[config.mk]
export PLATFORM = sky130hd
export DESIGN_NAME = bcd
export DESIGN_NICKNAME = d
export VERILOG_FILES = /design/src/rtl/bcd.sv
export SDC_FILE = /design/constraint.sdc
export NUM_CORES = 1
export LEC_CHECK = 0
export CORE_AREA = 2 2 39 41
export DETAILED_ROUTE_END_ITERATION = 7
export DIE_AREA = 0 0 41 43
export PLACE_DENSITY = 0.41
export SETUP_SLACK_MARGIN = 0.5
export SLEW_MARGIN = 20
export SYNTH_ARGS = -nofsm -noshare
export SYNTH_HDL_FRONTEND = slang
export SYNTH_SLANG_ARGS = --single-unit
[constraint.sdc]
create_clock -name clk -period 0.8 [get_ports clk]
set_input_delay 0.16 -clock clk [delete_from_list [all_inputs] [get_ports clk]]
set_output_delay 0.16 -clock clk [all_outputs]
set_load 0.02 [all_outputs]
[src/rtl/bcd.sv]
// bcd: single-digit BCD to Excess-3 converter with registered outputs and invalid-code flag
module bcd (
   input  logic clk,
   input  logic rst,
   input  logic p,
   input  logic q,
   input  logic r,
   input  logic s,
   output logic a,
   output logic b,
   output logic c,
   output logic d,
   output logic err
);
   logic [3:0] x;
   logic [3:0] y_nxt;
   logic       err_nxt;
   assign x = {p, q, r, s};
   // add 3 to a valid digit; codes above 9 become 0000 with the flag set
   always_comb begin
      err_nxt = x > 4'd9;
      y_nxt   = err_nxt ? 4'd0 : x + 4'd3;
   end
   // capture every edge; reset clears to the "no data" pattern without a clock
   always_ff @(posedge clk or posedge rst)
      if (rst) {a, b, c, d, err} <= '0;
      else     {a, b, c, d, err} <= {y_nxt, err_nxt};
endmodule

-- Word level (Yosys, flattened, before mapping)
Index checks and enable logic that the tools add are counted.
- flip-flop bits (word level): 5
- input bits: 6
- output and inout bits: 5
- word-level logic and storage cells: 8
- add/subtract/negate cells: 1
- $lt $le $gt $ge: 1
- mux-type cells: 1
- operators with widths (operator ; number):
    $add 4x2->4 const B ; 1
    $gt 4x4->1 const B ; 1
    $mux 4 ; 1

-- Longest topological paths before layout
- depth in word-level cells: 2
- gate-level depth with buffers: 4
- depth with buffers taken out: 4

-- Worst setup path after synthesis
No wires, ideal clock.
- path type: input-to-reg
- start point: in r
- end point: reg err
- setup time: 119 ps
- arrival time: 685 ps
- required time: 681 ps
- setup slack: -4 ps
- cell stages on the path: 4
- path buffers: 0
- path through: inv_1 > ha_1 > o21bai_4 > and2_1
- longest elaborated chain between the ends: 1
- ends and longest elaborated chain (element ; line ; text):
    start: declaration ; 7 ; input logic r,
    $gt 4x4->1 ; 21 ; err_nxt = x > 4'd9;
    named net err_nxt ; 17 ; logic err_nxt;
    end signal: assignment ; 27 ; else {a, b, c, d, err} <= {y_nxt, err_nxt};
    end: declaration ; 13 ; output logic err
The timed path passes the listed nets, and every way through them passes these cells.

-- Worst setup path after layout
- start point: reg c
- end point: out c
- RTL lines (element ; line ; text):
    start: declaration ; 11 ; output logic c,
    start signal: assignment ; 27 ;
No word-level cell between the ends.

==> metrics.md <==
| Metric | Value |
|---|---|
| IO buf count | `10` |
| Fin util | `32.19%` |
| Clock Sinks | `5` |
| Required @ worst endpoint | `between 0.6 and 0.7 ns` |
| Setup_tns | `-0.4260 ns` |
| Core ar. | `0.001384 mm^2` |
| Clock power share | `between 30% and 40%` |
| Final Setup Violations | `5` |
| I/O Pins | `11` |
| Pre-CTS WS | `-0.5888 ns` |
| Routed via count | `180` |
| Per-cell routed wire length | `7.780 um` |
| Worst Path Buf+Inv | `1` |
| Switching fraction of total power | `24.59%` |
| Vias in the first global route | `between 150 and 200` |
| Comb power frac | `25.1%` |
| Global Route Usage Sum | `between 6 and 7%` |
| Maximum buffer depth of the clock tree | `2` |
| Rel. slew slack | `a little over four fifths` |
| Fill cells | `144` |
| Worst-Margin Slew | `about 0.23 ns` |
| Antenna diodes | `0` |
| Area Growth Syn to Fin | `91.40%` |
| Sw Pwr | `0.1838 mW` |
| DRC Markers | `0` |
| Cells after Synth | `19` |
| RSZ-0062 raised after global routing | `yes` |
| Crit Path Category | `reg -> out` |
| CP max-delay cell | `dfrtp_1` |
| Crit. End Element | `output port` |
| Power density over cell area | `about 1700 mW/mm^2` |
| Synth warn | `0` |
| Worst-path cell chain | `buf_6` |
| Count of cell types in the netlist | `11` |
| H-Tree Depth | `1` |
| Setup bufs post-CTS | `0` |
| RD Place Congestion | `a little under 0.7` |
| Placement Rows | `14` |
| Worst Setup Slack, final | `-0.08890 ns` |
| CTS tree | `yes` |
| CP arrival | `approximately 0.73 ns` |
| Pin count of the biggest net entering global routing | `6` |
| Register area share after synthesis | `53.76%` |
| TritonRoute pass-1 iters | `1` |
| DR iter-0 viols | `0` |
| Post-layout minimum cycle time | `roughly 0.89 ns` |
| Routed WL | `between 300 and 400 um` |
| Worst-path fanout max | `1` |
| Synth Cell Area | `between 200 and 250 um^2` |
| Slew Limit Fails | `0` |
| Reg power frac | `38.0%` |
| Final antenna-violating net count | `0` |
| Syn Nets | `27` |
| Crit-path max cell delay | `around 0.37 ns` |
| Pwr Total | `approximately 0.75 mW` |
| Failing checks | `setup timing` |
| Reg clk slew, reported paths | `approximately 0.040 ns` |
| CTS buffer count | `3` |
| Critical path's top delay family | `flip-flops` |
| Max_cap viols | `0` |
| Power Internal | `between 0.5 and 0.6 mW` |
| Crit share post-route | `111.1%` |
| Max frequency | `1125 MHz` |
| Number of hold buffers added after CTS | `0` |
| Die area | `0.001763 mm^2` |
| Syn Area/Cell | `approximately 12 um^2` |
| Die Y | `around 43 um` |
| Final global-route overflow total | `0` |
| First-pass GRT wire length | `around 630 um` |
| Chip width | `41 um` |
| Final Hold Viols | `0` |
| Outcome | `finished with violations` |
| Worst Hold Class | `in -> async` |
| Worst vdd ir | `about 0.41 mV` |
| Post-detail-place hpwl | `335.7 um` |
| Synth Register Bits | `5` |
| Layout Nets | `43` |
| Leak Pwr | `approximately 0.20 nW` |
| Fraction of layout cells with a size suffix above 1 | `between 50% and 60%` |
| Initial antenna violation count | `0` |
| Crit start category | `register` |
| Root buffer cell | `clkbuf_4` |
| Drt via density | `about 3.6` |
| Initial Utilization | `16.82%` |
==> registers in the layout, summed over array words and instances (netlist names) <==
name  count
b         1
d         1
c         1
err       1
a         1
==> through the flow <==
stage | std cells | instance area [um^2] | hold slack, ns
after global routing | 50 | 445.4 | 0.1182
final | 50 | 445.4 | 0.1100
after global placement | 46 | 402.9 | 0.3679
after detailed placement | 46 | 402.9 | 0.3636
after CTS | 50 | 442.9 | 0.1143
after floorplan | 19 | 275.3 | -0.06148
==> Yosys cell counts <==
cell	n	area, um^2
ha_1	2	25.02
o2bb2ai_1	1	8.760
and2_1	1	6.260
xor2_1	1	8.760
mux2i_1	1	10.01
nor2_1	1	3.750
o21ai_0	1	5.000
inv_1	3	11.26
a21oi_1	2	10.01
dfrtp_1	5	125.1
o21bai_4	1	18.77
==> worst max path at each step <==
stage,slack [ns],from,to,cells past startpoint
4_1_cts,-0.10,c$_DFF_PP0_,c,1
5_1_grt,-0.12,err$_DFF_PP0_,err,1
6_report,-0.09,c$_DFF_PP0_,c,1
3_3_place_gp,-0.59,s,b$_DFF_PP0_,5
2_1_floorplan,0.13,r,a$_DFF_PP0_,4
3_5_place_dp,-0.59,s,d$_DFF_PP0_,5
==> cell usage in the layout (no fill, tap or decap) <==
master	netlist	layout
buf_6	0	7
dfrtp_1	5	5
clkbuf_4	0	3
a21oi_2	0	2
ha_4	0	2
dlygate4sd2_1	0	2
inv_12	0	1
o21bai_4	1	1
and2_4	0	1
nor2_1	1	1
xor2_1	1	1
o2bb2ai_1	1	1
inv_6	0	1
o21ai_0	1	1
mux2i_1	1	1
inv_2	0	1
clkbuf_1	0	1
clkdlybuf4s50_1	0	1
buf_4	0	1
==> power by group through the flow <==
| stage | logic, mW | registers (mW) | clock network [mW] |
|---|---|---|---|
| finish | 0.188 | 0.284 | 0.275 |
| global route | 0.206 | 0.285 | 0.311 |
| floorplan | 0.0576 | 0.311 | 0 |
| CTS | 0.188 | 0.284 | 0.294 |
| global placement | 0.177 | 0.282 | 0 |
| detailed placement | 0.178 | 0.283 | 0 |
==> routing by layer <==
layer / wire length, um / track usage [%] / up-vias
met5: 0 / 0 / -
met4: 0 / 12.00 / 0
met3: 46 / 0.5236 / 0
met2: 213 / 7.500 / 9
met1: 129 / 5.519 / 79
li1: - / - / 92
==> cell families after synthesis <==
logic type	Yosys count	synth area share [%]
AO/OA/AOI/OAI	5	18.28
buffers and inverters	3	4.838
AND/OR/NAND/NOR	2	4.301
flip-flops	5	53.76
XOR/XNOR	1	3.764
multiplexers	1	4.301
adder cells (fa/ha/maj)	2	10.75
==> what timing repair did <==
action | CTS | global route
pin swaps | 4 | 2
setup endpoints to repair | 10 | 15
resized for setup | 45 | 2
==> cell type report <==
class	count	area [um^2]	share of cell area [%]
multi-input combinational	11	131.4	29.49
sequential	5	125.1	28.09
timing repair buffer	11	113.9	25.56
inverter	3	28.78	6.461
clock buffer	4	26.28	5.899
tap	16	20.02	4.494
Note: power is estimated with default switching activity, not from simulation.
